### src/rtl/timer_scheduler_if.sv
`default_nettype none
// +----------------------------------------------------------------------------+
// | timer_scheduler_if                                                           |
// | Request/grant bundle between client FSMs and the shared-timer scheduler.    |
// | Revision: 1.0                                                                |
// +----------------------------------------------------------------------------+
interface timer_scheduler_if #(
   parameter int R = 4,
   parameter int W = 8
);
   logic [R-1:0]   REQ;
   logic [R*W-1:0] LEN;
   logic [R-1:0]   GNT;
   logic [R-1:0]   DONE;
   logic           ABORTED;
   logic           BUSY;
   logic [W-1:0]   ELAPSED;

   modport master (
      output REQ, LEN,
      input  GNT, DONE, ABORTED, BUSY, ELAPSED
   );

   modport slave (
      input  REQ, LEN,
      output GNT, DONE, ABORTED, BUSY, ELAPSED
   );
endinterface
`default_nettype wire

### src/rtl/timer_scheduler.sv
`default_nettype none
// +----------------------------------------------------------------------------+
// | timer_scheduler                                                              |
// | Round-robin sharing of one interval timer between R requesters.             |
// | Revision: 1.0                                                                |
// +----------------------------------------------------------------------------+
module timer_scheduler #(
   parameter int R = 4,
   parameter int W = 8
) (
   input  logic              CLK,
   input  logic              RESET,
   timer_scheduler_if.slave  bus
);

   localparam int PW = (R > 1) ? $clog2(R) : 1;
   localparam logic [W-1:0]  c_one     = {{(W-1){1'b0}}, 1'b1};
   localparam logic [R-1:0]  c_gnt_one = {{(R-1){1'b0}}, 1'b1};
   localparam logic [PW-1:0] c_ptr_rst = PW'(R - 1);

   typedef enum logic [1:0] {
      S_IDLE   = 2'd0,
      S_RUN    = 2'd1,
      S_FINISH = 2'd2
   } state_t;

   state_t        r_state;
   state_t        w_state_nxt;
   logic [PW-1:0] r_ptr;
   logic [PW-1:0] r_gidx;
   logic [R-1:0]  r_gnt;
   logic [W-1:0]  r_cnt;
   logic [W-1:0]  r_len;
   logic          r_aborted;

   logic [PW-1:0] w_sel;
   logic [PW-1:0] w_pos;
   logic          w_start;
   logic          w_abort;
   logic          w_expire;
   logic [W-1:0]  w_last;
   logic [W-1:0]  w_len_sel;
   logic [W-1:0]  w_len_arr [R];

   genvar gi;
   generate
      for (gi = 0; gi < R; gi++) begin : g_len
         assign w_len_arr[gi] = bus.LEN[gi*W +: W];
      end
   endgenerate

   // Walk downward so the nearest requester after ptr is the last one written.
   always_comb begin
      w_sel = r_ptr;
      w_pos = r_ptr;
      for (int k = R; k >= 1; k--) begin
         w_pos = PW'((int'(r_ptr) + k) % R);
         if (bus.REQ[w_pos]) begin
            w_sel = w_pos;
         end
      end
   end

   assign w_len_sel = w_len_arr[w_sel];
   assign w_last    = r_len - c_one;

   always_ff @(posedge CLK or posedge RESET) begin
      if (RESET) begin
         r_state <= S_IDLE;
      end else begin
         r_state <= w_state_nxt;
      end
   end

   always_comb begin
      w_state_nxt = r_state;
      w_start     = 1'b0;
      w_abort     = 1'b0;
      w_expire    = 1'b0;
      case (r_state)
         S_IDLE: begin
            if (|bus.REQ) begin
               w_start     = 1'b1;
               w_state_nxt = S_RUN;
            end
         end
         S_RUN: begin
            // A withdrawn request wins over a simultaneous expiry.
            if (!bus.REQ[r_gidx]) begin
               w_abort     = 1'b1;
               w_state_nxt = S_IDLE;
            end else if (r_cnt == w_last) begin
               w_expire    = 1'b1;
               w_state_nxt = S_FINISH;
            end
         end
         S_FINISH: begin
            w_state_nxt = S_IDLE;
         end
         default: begin
            w_state_nxt = S_IDLE;
         end
      endcase
   end

   always_ff @(posedge CLK or posedge RESET) begin
      if (RESET) begin
         r_ptr     <= c_ptr_rst;
         r_gidx    <= '0;
         r_gnt     <= '0;
         r_cnt     <= '0;
         r_len     <= c_one;
         r_aborted <= 1'b0;
      end else begin
         r_aborted <= w_abort;
         if (w_start) begin
            r_gidx <= w_sel;
            r_gnt  <= c_gnt_one << w_sel;
            r_len  <= (w_len_sel == '0) ? c_one : w_len_sel;
            r_cnt  <= '0;
         end else if (w_abort || r_state == S_FINISH) begin
            r_gnt <= '0;
            r_cnt <= '0;
            r_ptr <= r_gidx;
         end else if (r_state == S_RUN && !w_expire) begin
            r_cnt <= r_cnt + c_one;
         end
      end
   end

   assign bus.GNT     = r_gnt;
   assign bus.DONE    = (r_state == S_FINISH) ? r_gnt : '0;
   assign bus.ABORTED = r_aborted;
   assign bus.BUSY    = (r_state != S_IDLE);
   assign bus.ELAPSED = r_cnt;

endmodule
`default_nettype wire

### src/flat_wrapper.sv
// flat-port wrapper written by rule: the top's interface ports become plain ports
module timer_scheduler_flat 
#(
   parameter int R = 4,
   parameter int W = 8
)
  (CLK, RESET, bus_REQ, bus_LEN, bus_GNT, bus_DONE, bus_ABORTED, bus_BUSY, bus_ELAPSED);
  timer_scheduler_if #(.R(R), .W(W)) bus_i ();
  input  logic CLK;
  input  logic RESET;
  input wire logic [$bits(bus_i.REQ)-1:0] bus_REQ;
  input wire logic [$bits(bus_i.LEN)-1:0] bus_LEN;
  output wire logic [$bits(bus_i.GNT)-1:0] bus_GNT;
  output wire logic [$bits(bus_i.DONE)-1:0] bus_DONE;
  output wire logic [$bits(bus_i.ABORTED)-1:0] bus_ABORTED;
  output wire logic [$bits(bus_i.BUSY)-1:0] bus_BUSY;
  output wire logic [$bits(bus_i.ELAPSED)-1:0] bus_ELAPSED;
  assign bus_i.REQ = bus_REQ;
  assign bus_i.LEN = bus_LEN;
  assign bus_GNT = bus_i.GNT;
  assign bus_DONE = bus_i.DONE;
  assign bus_ABORTED = bus_i.ABORTED;
  assign bus_BUSY = bus_i.BUSY;
  assign bus_ELAPSED = bus_i.ELAPSED;
  timer_scheduler #(.R(R), .W(W)) u_core (.CLK(CLK), .RESET(RESET), .bus(bus_i));
endmodule
### config.mk
export PLATFORM = sky130hd
export DESIGN_NAME = timer_scheduler_flat
export DESIGN_NICKNAME = d
export VERILOG_FILES = /design/src/rtl/timer_scheduler_if.sv /design/src/rtl/timer_scheduler.sv /design/src/flat_wrapper.sv
export SDC_FILE = /design/constraint.sdc
export NUM_CORES = 1
export LEC_CHECK = 0
export BUFFER_PORTS_ARGS = -buffer_cell sky130_fd_sc_hd__buf_2
export CAP_MARGIN = 20
export CORE_ASPECT_RATIO = 1.5
export CORE_UTILIZATION = 47
export CTS_CLUSTER_SIZE = 16
export DETAILED_ROUTE_END_ITERATION = 10
export PLACE_DENSITY = 0.83
export SYNTH_ARGS = -nofsm -noshare
export SYNTH_HDL_FRONTEND = slang
export SYNTH_SLANG_ARGS = --single-unit
### constraint.sdc
create_clock -name CLK -period 2.2 [get_ports CLK]
set_input_delay 0.22 -clock CLK [delete_from_list [all_inputs] [get_ports CLK]]
set_output_delay 0.22 -clock CLK [all_outputs]
set_load 0.005 [all_outputs]
Word level (Yosys, flattened, before mapping)
Index checks and enable logic that the tools add are counted.

word-level totals
  bits in registers = 27
  bits of input ports = 38
  output and inout bits = 18
  word-level logic and storage cells = 73

cells by class
  $add $sub $neg = 6
  order comparisons = 6
  equal/unequal tests = 5
  shifts and indexed selects = 1
  muxes and demuxes = 35
  bitwise gates (word level) = 2
  reduce and logical (&&, ||, !) cells = 11

operators with widths
  cell                   number
  $mux W8                6
  $bmux W8 S2            1
  $lt A2 B3 Y1 const B   5
  $mux W2                7
  $mux W1                12
  $mux W4                3
  $bmux W1 S2            5
  $add A8 B1 Y8 const B  1
  $eq A8 B8 Y1           1
  $logic_not A8 Y1       1
  $sub A8 B1 Y8 const B  1
  $add A2 B1 Y2 const B  2
  $add A2 B2 Y2 const B  2
  $pmux W2 S2            1
  $reduce_and A2 Y1      2
  $reduce_bool A2 Y1     2
  $reduce_or A4 Y1       1
  $shl A1 B2 Y4 const A  1
  $ge A3 B3 Y1 const B   1
  $ne A3 B3 Y1 const B   1
  $not A2 Y3             1
  $reduce_bool A3 Y1     1
  $eq A2 B1 Y1 const B   1
  $eq A2 B2 Y1 const B   1
  6 further kinds        6

Depth between registers and ports, before layout
Gate-level depths: netlist of the first run.

  depth in word-level cells = 13
  mapped depth = 10
  mapped depth without buffers = 9

Worst setup path before layout of the first run
No wires, ideal clock.

  kind = flip-flop to flip-flop
  from = register u_core.r_len[0]
  to = register u_core.r_cnt[5], in the netlist u_core.bus.ELAPSED[5]
  library setup time = 0.079 ns
  arrival = 2.108 ns
  path slack = 0.012 ns
  cell stages (with the launch flop) = 11
  path buffers = 1
  path through = dfstp_2 inv_1 ha_1 xor2_1 xnor2_1 nand3_1 nor4_1 a21oi_2 buf_4 nand4_1 mux2i_1

between the ends
  word-level cells in the longest chain between the ends = 8

RTL lines
  element                       RTL line                source
  start, declared               timer_scheduler.sv:33   logic [W-1:0] r_len;
  start signal, assigned        timer_scheduler.sv:112  r_len <= c_one;
  start signal, assigned        timer_scheduler.sv:119  r_len <= (w_len_sel == '0) ? c_one : w_len_sel;
  $sub A8 B1 Y8                 timer_scheduler.sv:65   assign w_last = r_len - c_one;
  $eq A8 B8 Y1                  timer_scheduler.sv:92   end else if (r_cnt == w_last) begin
  $mux W1                       timer_scheduler.sv:92
  $mux W1                       timer_scheduler.sv:89   if (!bus.REQ[r_gidx]) begin
  $mux W1                       timer_scheduler.sv:80   case (r_state)
  $logic_not A1 Y1              timer_scheduler.sv:125  end else if (r_state == S_RUN && !w_expire) begin
  $logic_and A1 B1 Y1           timer_scheduler.sv:125
  $reduce_bool A3 Y1 (no line)  n/a
  end signal, assigned          timer_scheduler.sv:126  r_cnt <= r_cnt + c_one;
  end, declared                 timer_scheduler.sv:32   logic [W-1:0] r_cnt;

No other way between the ends.
A chain may end at the register's enable or synchronous reset.

Final worst setup path of the first run
  from = register u_core.r_ptr[1]
  to = register u_core.r_len[0]

between the ends
  word-level cells in the longest chain between the ends = 13

RTL lines
  element                                         RTL line                source
  start, declared                                 timer_scheduler.sv:29   logic [PW-1:0] r_ptr;
  start signal, assigned                          timer_scheduler.sv:108  r_ptr <= c_ptr_rst;
  start signal, assigned                          timer_scheduler.sv:124  r_ptr <= r_gidx;
  $add A2 B1 Y2                                   timer_scheduler.sv:57   w_pos = PW'((int'(r_ptr) + k) % R);
  $bmux W1 S2                                     timer_scheduler.sv:58   if (bus.REQ[w_pos]) begin
  $mux W1 (implied by the code)                   timer_scheduler.sv:58
  $mux W2 (3 in a row)                            timer_scheduler.sv:58
  $mux W2 (*)                                     timer_scheduler.sv:58
  $not A2 Y3 (implied by the code) (*)            timer_scheduler.sv:64   assign w_len_sel = w_len_arr[w_sel];
  $bmux W8 S2 (*)                                 timer_scheduler.sv:64
  $mux W8 (implied by the code) (*) (2 in a row)  timer_scheduler.sv:64
  $logic_not A8 Y1                                timer_scheduler.sv:119
  $mux W8 (*)                                     timer_scheduler.sv:119

Every way passes the cells marked *; elsewhere a longest branch is shown, timed or not. The select of a mux whose other input is x is not followed.

==> results by group, run 1 <==
Critical path
  • Crit-path cells: nand2_2 > a21oi_2 > a211oi_2 > buf_6 > a21oi_1 > a32oi_1 > or4_1 > o21ai_1
  • Register-to-register setup slack: 100 ps
  • Req. time, crit path: 2410 ps
  • Top Family by Delay on Critical Path: compound AO/OA/AOI/OAI gates
  • CP max stage cell: dfstp_2
  • Crit path buf inv count: 1
  • Slowest stage delay, CP: 600 ps
  • CP Class: reg -> reg
  • Startpoint types: flip-flop
  • Arr. time, crit path: 2300 ps
  • CP Capture Type: flip-flop
  • CP Max Fanout: 10

Timing
  • Final period demand of the worst path: 2100 ps
  • Worst Tran Pin Value: 585 ps
  • RSZ-0062 raised after global routing: true
  • Clk_skew: 3.57 ps
  • Max_slew headroom: 60.9%
  • # setup viols final: 0
  • Final Hold Viols: 0
  • Slew Limit Fails: 0
  • Fin crit share: 95.3%
  • Maximum clock frequency: 0.477 GHz

Floorplanning
  • Die width: 53.4 um
  • Starting Density: 50.2%
  • Rows: 27
  • # IOs: 56
  • Die Y: 79.1 um
  • Core region area: 3720 sq um
  • Full die area: 4230 sq um

Pwr
  • Switching share of total power: 44.9%
  • Pwr Density: 1320 nW/um^2
  • Internal Power: 1.72 mW
  • Net Switching: 1.40 mW
  • Logic gate share of total power: 62.4%
  • Peak VDD IR: 0.800 mV
  • Clock share of power: 9.0%
  • Power Total: 3.13 mW
  • Leak pwr: 1.17 nW
  • Sequential power share: 28.6%

Logic synthesis
  • Area share of the leading cell type in the synthesized netlist: 32.2%
  • Syn avg cell area: 8.88 sq um
  • Synth async-reset ratio: 100%
  • Yosys cell types: 52
  • Top-count cell post-synth: nand2_1
  • Synth top cells by count: 49 x nand2_1, 24 x dfrtp_1, 11 x nor2_1, 9 x mux2i_1
  • Synth Instances: 210
  • FF+latch count, synth: 27
  • Post-synth top flop: dfrtp_1
  • Mapped cell area: 1860 sq um
  • Register area share after synthesis: 36.4%
  • Area contributors post-synth: dfrtp_1 32%, nand2_1 9.9%, mux2i_1 4.8%
  • Post-Syn Nets: 250
  • Post-synth EDFFs: 0
  • Synth warnings: 0
  • Synth area leader: dfrtp_1

Clock network
  • Clock latency on the worst-skew pair: 270 ps
  • CTS sink count: 27
  • Clock root cell: clkbuf_8
  • CTS Buffer Depth: 2
  • Num CTS Buffers: 3
  • Clock slew at reported path FFs: 90 ps
  • Max H-tree Level: 1
  • CTS tree: built

Global routing
  • First-pass GRT wire length: 7140 um
  • Total GRT Usage: 22.1%
  • Grt total ovfl: 0
  • Vias in the first global route: 1,732
  • Initial antenna violation count: 0
  • Largest net degree at the start of global routing: 28

Status
  • Outcome: finished, final reports clean

Drt
  • Drt pass-1 iters: 4
  • DR vias: 1,795
  • Drt initial violations: 18
  • DR WL/cell: 14.2 um
  • Vias/cell: 5.63
  • DRC: 0
  • DRT Wirelength: 4530 um
  • Antenna-violating nets left: 0

Worst hold path
  • Hold/Removal Path Class: in -> reg

Placement
  • Final estimated routing congestion in global placement: 0.819
  • HPWL Detailed: 3320 um
  • Port-buffer cells: 55

Cells and area
  • Diodes inserted: 0
  • Layout Utilization: 63.8%
  • Layout cells sized above 1: 38.0%
  • Synth-to-Final Area Change: 27.1%
  • Nets: 317

Run
  • Max Cap Violations: 0
## path summary, 6_finish.rpt
check                           cells after the start                           end                   startpoint
worst min-delay path                                5   u_core.r_len[3]$_DFFE_PP0P_                  bus_LEN[27]
worst min register to register                      2   u_core.r_len[7]$_DFFE_PP0P_  u_core.r_len[7]$_DFFE_PP0P_
min in group asynchronous                           4  u_core.bus.ABORTED$_DFF_PP0_                        RESET
max in group asynchronous                           4   u_core.r_ptr[1]$_DFFE_PP1P_                        RESET
worst max-delay path                                8   u_core.r_len[0]$_DFFE_PP1P_  u_core.r_ptr[1]$_DFFE_PP1P_
worst max register to register                      8   u_core.r_len[0]$_DFFE_PP1P_  u_core.r_ptr[1]$_DFFE_PP1P_
## cell families after synthesis
logic type               count (synthesis)  share of synthesized area [%]
AO/OA/AOI/OAI                           40                           16.4
adder cells (fa/ha/maj)                  2                           1.34
AND/OR/NAND/NOR                         98                           26.0
XOR/XNOR                                15                           7.05
flip-flops                              27                           36.4
multiplexers                            13                           7.85
buffers and inverters                   15                           4.90
## layout make-up
class,count,area (sq um)
clock buffer,4,45.0
fill,341,1350
inverter,6,22.5
multi-input combinational,169,1170
sequential,27,679
tap,43,53.8
timing repair buffer,70,394
## layout by cell type, fill, tap and decap left out, types with 2 or more instances in the layout
master and n:
buf_2 55, and2_1 5, nand3b_1 2, inv_1 5
o21ai_1 3, nand4_1 6, and3_1 2, mux2_2 3
clkbuf_8 3, o22ai_1 4, a21oi_2 5, nand2b_1 4
o21ai_0 5, a21oi_1 6, nand2_1 48, nand3_1 3
dfstp_2 3, nor4_4 2, buf_4 13, or2_2 5
a32oi_1 3, a32o_1 2, xor2_1 6, xnor2_1 7
nor2b_1 2, mux2i_1 9, a31o_2 2, nor2_1 10
dfrtp_1 24
## flip-flops by register name (all words and copies together) (netlist names)
register            flops
u_core.r_state          2
u_core.bus.GNT          4
u_core.bus.ABORTED      1
u_core.r_len            8
u_core.r_ptr            2
u_core.bus.ELAPSED      8
u_core.r_gidx           2
## stage by stage
| stage | cell area (sq um) | setup WS, ps | TNS [ps] | instances | hold WS, ps |
|---|---|---|---|---|---|
| after floorplan | 1860 | 12.5 | 0 | 210 | 270 |
| after global placement | 2210 | -14.4 | -25.3 | 310 | 291 |
| after detailed placement | 2210 | -78.7 | -280 | 310 | 296 |
| after CTS | 2270 | 10.9 | 0 | 314 | 283 |
| after global routing | 2370 | -13.1 | -34.6 | 319 | 315 |
| final | 2370 | 104 | 0 | 319 | 289 |
## power by group through the flow
stage          logic [mW]  registers [mW]  clock network [mW]
2_1_floorplan        1.32           0.869                   0
3_3_place_gp         1.64           0.886                   0
3_5_place_dp         1.69           0.896                   0
4_1_cts              1.73           0.886               0.288
5_1_grt              2.15           0.924               0.296
6_report             1.95           0.895               0.282
## layer usage
metal / part of all wire (%) / track usage, %
met2: 55 / 39.6
met5: 0 / 0
met4: 1.7 / 10.5
met1: 39 / 24.1
met3: 3.8 / 3.26
## timing repair
| action | in CTS | in global routing |
|---|---|---|
| hold endpoints to repair | 14 | 0 |
| setup buffers | 0 | 4 |
| hold buffers | 1 | 0 |
| pin swaps | 1 | 12 |
| gates cloned | 0 | 1 |
| endpoints found under the setup margin | 7 | 10 |
| resized for setup | 3 | 11 |
## tightest hold or removal path: stages
cell     delay [ps]
buf_2           110
nand2_4          50
a32oi_2          50
nand2_1          70
nand2_1          40
(Power assumes the default switching activity.)
==> run 2, diff against run 1 <==
--- a/config.mk
+++ b/config.mk
@@ -8,10 +8,10 @@
 export BUFFER_PORTS_ARGS = -buffer_cell sky130_fd_sc_hd__buf_2
 export CAP_MARGIN = 20
 export CORE_ASPECT_RATIO = 1.5
-export CORE_UTILIZATION = 47
+export CORE_UTILIZATION = 51
 export CTS_CLUSTER_SIZE = 16
 export DETAILED_ROUTE_END_ITERATION = 10
-export PLACE_DENSITY = 0.83
+export PLACE_DENSITY = 0.85
 export SYNTH_ARGS = -nofsm -noshare
 export SYNTH_HDL_FRONTEND = slang
 export SYNTH_SLANG_ARGS = --single-unit
==> constraint.sdc (replaced) <==
create_clock -name CLK -period 2.3 [get_ports CLK]
set_input_delay 0.23 -clock CLK [delete_from_list [all_inputs] [get_ports CLK]]
set_output_delay 0.23 -clock CLK [all_outputs]
set_load 0.005 [all_outputs]
==> results by group, run 2 (synthesis gave the netlist of run 1 again) <==
Status
  • Outcome: finished, final reports clean

Critical path
  • Startpoint types: flip-flop
  • CP Max Fanout: 14
  • Req. time, crit path: 2520 ps
  • Arr. time, crit path: 2390 ps
  • CP Capture Type: flip-flop
  • CP Class: reg -> reg

Timing
  • Worst Tran Pin Value: 534 ps
  • Worst setup margin: 125 ps
  • Max_slew headroom: 64.3%
  • Final period demand of the worst path: 2180 ps
  • Maximum clock frequency: 0.460 GHz
  • Final Hold Viols: 0
  • RSZ-0062 raised after global routing: false
  • Slew Limit Fails: 0
  • Clk_skew: 3.77 ps
  • Fin crit share: 94.6%
  • # setup viols final: 0
  • Worst hold slack: 289 ps

Pwr
  • Peak VDD IR: 0.818 mV
  • Leak pwr: 1.14 nW
  • Logic gate share of total power: 60.1%
  • Switching share of total power: 44.9%
  • Sequential power share: 29.9%
  • Internal Power: 1.57 mW
  • Pwr Density: 1240 nW/um^2
  • Clock share of power: 10.0%
  • Power Total: 2.86 mW
  • Net Switching: 1.29 mW

Drt
  • Drt initial violations: 35
  • DRC: 0
  • Vias/cell: 5.56
  • Antenna-violating nets left: 0
  • DRT Wirelength: 4280 um
  • DR WL/cell: 13.6 um
  • DR vias: 1,745
  • Drt pass-1 iters: 4

Placement
  • Placed cell count: 308
  • Final estimated routing congestion in global placement: 0.811
  • Pre-CTS setup slack: -11.0 ps
  • Port-buffer cells: 55
  • HPWL Detailed: 3390 um

Cells and area
  • Most frequent cells in the layout: 55 x buf_2, 49 x nand2_1, 24 x dfrtp_1
  • Diodes inserted: 0
  • Nets: 313
  • Post-route insts no fill: 314
  • Synth-to-Final Area Change: 23.4%
  • Most common cell after layout, fill and taps aside: buf_2
  • Layout Utilization: 66.7%
  • Layout cells sized above 1: 35.3%

Global routing
  • Most Crowded Layer GR: met2
  • Largest net degree at the start of global routing: 28
  • Total GRT Usage: 24.4%
  • Grt met3 use: 1.80%
  • Vias in the first global route: 1,816
  • Routing usage on met1: 26.4%
  • Grt total ovfl: 0
  • Met2 usage: 46.6%
  • First-pass GRT wire length: 7510 um
  • Initial antenna violation count: 0

Clock network
  • Clock latency on the worst-skew pair: 280 ps
  • Clock root cell: clkbuf_8
  • CTS sink count: 27
  • Num CTS Buffers: 3
  • Max H-tree Level: 1
  • CTS Buffer Depth: 2
  • CTS tree: built
  • Clock slew at reported path FFs: 100 ps

Run
  • Max Cap Violations: 0

Floorplanning
  • # IOs: 56
  • Rows: 26
  • Core region area: 3450 sq um
  • Die Y: 76.1 um
  • Die width: 51.4 um
  • Full die area: 3910 sq um
  • Starting Density: 54.1%

Worst hold path
  • Hold/Removal Path Class: in -> reg
run 2: routing by layer:
| metal | up-vias | routed length (um) |
|---|---|---|
| met3 | 14 | 166 |
| met2 | 60 | 2340 |
| met5 | - | 0 |
| met4 | 0 | 123 |
| met1 | 810 | 1650 |
| li1 | 861 | - |
run 2: through the flow:
stage | area (sq um) | TNS (ps)
after detailed placement | 2200 | -13.9
after global placement | 2200 | 0
final | 2300 | 0
after global routing | 2300 | 0
after floorplan | 1860 | 0
after CTS | 2260 | 0
run 2: final timing paths:
check,endpoint,start,slack [ps],cells after the start
setup / recovery,u_core.r_len[0]$_DFFE_PP1P_,u_core.r_ptr[1]$_DFFE_PP1P_,120,8
hold reg to reg,u_core.r_len[7]$_DFFE_PP0P_,u_core.r_len[7]$_DFFE_PP0P_,520,2
max in group asynchronous,u_core.r_len[0]$_DFFE_PP1P_,RESET,1470,4
min in group asynchronous,u_core.bus.ABORTED$_DFF_PP0_,RESET,530,4
hold / removal,u_core.r_len[4]$_DFFE_PP0P_,bus_LEN[28],290,5
setup reg to reg,u_core.r_len[0]$_DFFE_PP1P_,u_core.r_ptr[1]$_DFFE_PP1P_,120,8
run 2: power groups by stage:
| stage | Combinational, mW | Sequential, mW | Clock (mW) |
|---|---|---|---|
| 5_1_grt | 1.92 | 0.881 | 0.305 |
| 3_3_place_gp | 1.56 | 0.851 | 0 |
| 2_1_floorplan | 1.26 | 0.832 | 0 |
| 3_5_place_dp | 1.62 | 0.857 | 0 |
| 6_report | 1.72 | 0.855 | 0.285 |
| 4_1_cts | 1.64 | 0.849 | 0.282 |
run 2: layout make-up:
| type | instances | area (sq um) |
|---|---|---|
| Multi-Input combinational cell | 168 | 1120 |
| Tap cell | 42 | 52.6 |
| Clock buffer | 3 | 41.3 |
| Sequential cell | 27 | 679 |
| Inverter | 6 | 22.5 |
| Timing Repair Buffer | 67 | 372 |
| Clock inverter | 1 | 7.51 |
| Fill cell | 305 | 1150 |
run 2: critical path, stage by stage, from the launching register on:
cell,delay [ps]
dfstp_2,630
nand2_1,110
a21oi_2,190
a211oi_2,80
buf_6,160
a21oi_1,150
a32oi_1,90
or4_1,550
o21ai_1,150
run 2: timing repair:
item | in CTS | in global routing
endpoints found under the setup margin | 4 | 5
pin swaps | 0 | 4
endpoints found under the hold margin | 5 | 0
buffers inserted | 0 | 1
gates resized for setup | 1 | 5
cloned | 0 | 0
hold buffers | 1 | 0
==> run 3, diff against run 2 <==
--- a/config.mk
+++ b/config.mk
@@ -8,10 +8,11 @@
 export BUFFER_PORTS_ARGS = -buffer_cell sky130_fd_sc_hd__buf_2
 export CAP_MARGIN = 20
 export CORE_ASPECT_RATIO = 1.5
-export CORE_UTILIZATION = 51
+export CORE_UTILIZATION = 47
 export CTS_CLUSTER_SIZE = 16
 export DETAILED_ROUTE_END_ITERATION = 10
-export PLACE_DENSITY = 0.85
+export PLACE_DENSITY = 0.83
+export REMOVE_ABC_BUFFERS = 1
 export SYNTH_ARGS = -nofsm -noshare
 export SYNTH_HDL_FRONTEND = slang
 export SYNTH_SLANG_ARGS = --single-unit
==> constraint.sdc (replaced) <==
create_clock -name CLK -period 1.8 [get_ports CLK]
set_input_delay 0.18 -clock CLK [delete_from_list [all_inputs] [get_ports CLK]]
set_output_delay 0.18 -clock CLK [all_outputs]
set_load 0.005 [all_outputs]
==> results by group, run 3 (synthesis gave the netlist of run 1 again) <==
Status
  • Outcome: finished, violations left
  • Failing checks: negative setup slack

Drt
  • DR WL/cell: 16.2 um
  • Antenna-violating nets left: 0
  • Drt pass-1 iters: 4
  • DR vias: 2,007
  • Vias/cell: 5.61
  • DRT Wirelength: 5780 um
  • Drt initial violations: 78
  • DRC: 0

Placement
  • Port-buffer cells: 55
  • Placed cell count: 340
  • Pre-CTS setup slack: -423 ps
  • HPWL Detailed: 3840 um
  • Final estimated routing congestion in global placement: 0.839
  • Placed instance area: 2430 sq um

Timing
  • Worst hold slack: 246 ps
  • Slew Limit Fails: 0
  • Worst Tran Pin Value: 430 ps
  • Fin crit share: 118%
  • Final period demand of the worst path: 2120 ps
  • Setup TNS Final: -3420 ps
  • Worst setup margin: -319 ps
  • Final Hold Viols: 0
  • Clk_skew: 5.95 ps
  • RSZ-0062 raised after global routing: true
  • # setup viols final: 17
  • Max_slew headroom: 71.3%
  • Maximum clock frequency: 0.472 GHz

Clock network
  • CTS Buffer Depth: 2
  • Clock slew at reported path FFs: 100 ps
  • Max H-tree Level: 1
  • Clock root cell: clkbuf_8
  • Clock latency on the worst-skew pair: 280 ps
  • CTS sink count: 27
  • CTS tree: built
  • Num CTS Buffers: 3

Cells and area
  • Diodes inserted: 0
  • Post-route insts no fill: 358
  • Layout cells sized above 1: 51.1%
  • Fin area: 2810 sq um
  • Most common cell after layout, fill and taps aside: buf_2
  • Nets: 356
  • Layout Utilization: 75.7%
  • Synth-to-Final Area Change: 50.9%
  • Most frequent cells in the layout: 55 x buf_2, 45 x nand2_1, 43 x buf_4

Global routing
  • First-pass GRT wire length: 9140 um
  • Vias in the first global route: 2,078
  • Initial antenna violation count: 0
  • Total GRT Usage: 29.8%
  • Grt total ovfl: 0
  • Largest net degree at the start of global routing: 28

Critical path
  • CP Class: reg -> reg
  • CP Max Fanout: 7
  • CP Capture Type: flip-flop
  • Req. time, crit path: 2020 ps
  • Slowest stage delay, CP: 620 ps
  • Startpoint types: flip-flop
  • CP max stage cell: dfstp_2
  • Arr. time, crit path: 2340 ps
  • Crit-path cells: nand2b_4 > a21oi_4 > a211oi_4 > buf_4 > mux2i_2 > mux2_4 > nand4_1 > o21ai_1

Floorplanning
  • Die Y: 79.1 um
  • Core region area: 3720 sq um
  • Full die area: 4230 sq um
  • # IOs: 56
  • Die width: 53.4 um
  • Starting Density: 50.2%
  • Rows: 27

Pwr
  • Peak VDD IR: 1.03 mV
  • Leak pwr: 1.39 nW
  • Power Total: 4.75 mW
  • Pwr Density: 1690 nW/um^2

Run
  • Max Cap Violations: 0

Worst hold path
  • Hold/Removal Path Class: in -> reg
-- run 3: cell types whose count changed in the layout (fill, tap and decap cells not counted), sizes merged --
cell and delta:
a211o +1, a211oi +1, a21oi +1, buf +40
-- run 3: repair_timing --
| item | CTS | global route |
|---|---|---|
| gates resized for setup | 33 | 14 |
| hold endpoints to repair | 24 | 0 |
| setup buffers | 4 | 7 |
| setup endpoints to repair | 15 | 20 |
| pin swaps | 22 | 18 |
| gates cloned | 3 | 0 |
| hold buffers | 1 | 0 |
-- run 3: cell type report --
| class | instances | area [sq um] |
|---|---|---|
| Fill cell | 255 | 902 |
| Clock inverter | 1 | 7.51 |
| Tap cell | 43 | 53.8 |
| Inverter | 6 | 22.5 |
| Timing Repair Buffer | 107 | 698 |
| Sequential cell | 27 | 679 |
| Multi-Input combinational cell | 171 | 1310 |
| Clock buffer | 3 | 41.3 |
-- run 3: path summary, 6_finish.rpt --
kind                                         startpoint                                 to  slack, ps  cells past startpoint
max reg2reg                 u_core.r_ptr[1]$_DFFE_PP1P_        u_core.r_len[0]$_DFFE_PP1P_       -320                      8
min                                         bus_LEN[27]        u_core.r_len[3]$_DFFE_PP0P_        250                      5
min in group asynchronous                         RESET  u_core.bus.ELAPSED[1]$_DFFE_PP0P_        480                      4
max in group asynchronous                         RESET        u_core.r_len[0]$_DFFE_PP1P_       1010                      4
max                         u_core.r_ptr[1]$_DFFE_PP1P_        u_core.r_len[0]$_DFFE_PP1P_       -320                      8
min reg2reg                u_core.r_gidx[1]$_DFFE_PP0P_       u_core.r_gidx[1]$_DFFE_PP0P_        540                      2
-- run 3: where the power goes --
part | total, mW | switching, mW | internal [mW]
Clock | 0.365 | 0.207 | 0.158
Combinational | 3.34 | 1.65 | 1.69
Sequential | 1.05 | 0.197 | 0.851
-- run 3: layer usage --
metal	share of wire (%)	vias up	wire [um]	GRT usage, %
li1	-	954	-	-
met1	36	973	2060	29.3
met2	58	68	3370	56.6
met3	3.7	12	212	4.98
met4	2.4	0	138	13.9
met5	0	-	0	0
-- run 3: critical path, delay by kind of cell, from the launching register on --
kind,cells,cell delay [ps]
compound gates,3,580
simple gates,2,250
flops,1,620
buf+inv,1,210
mux,2,390
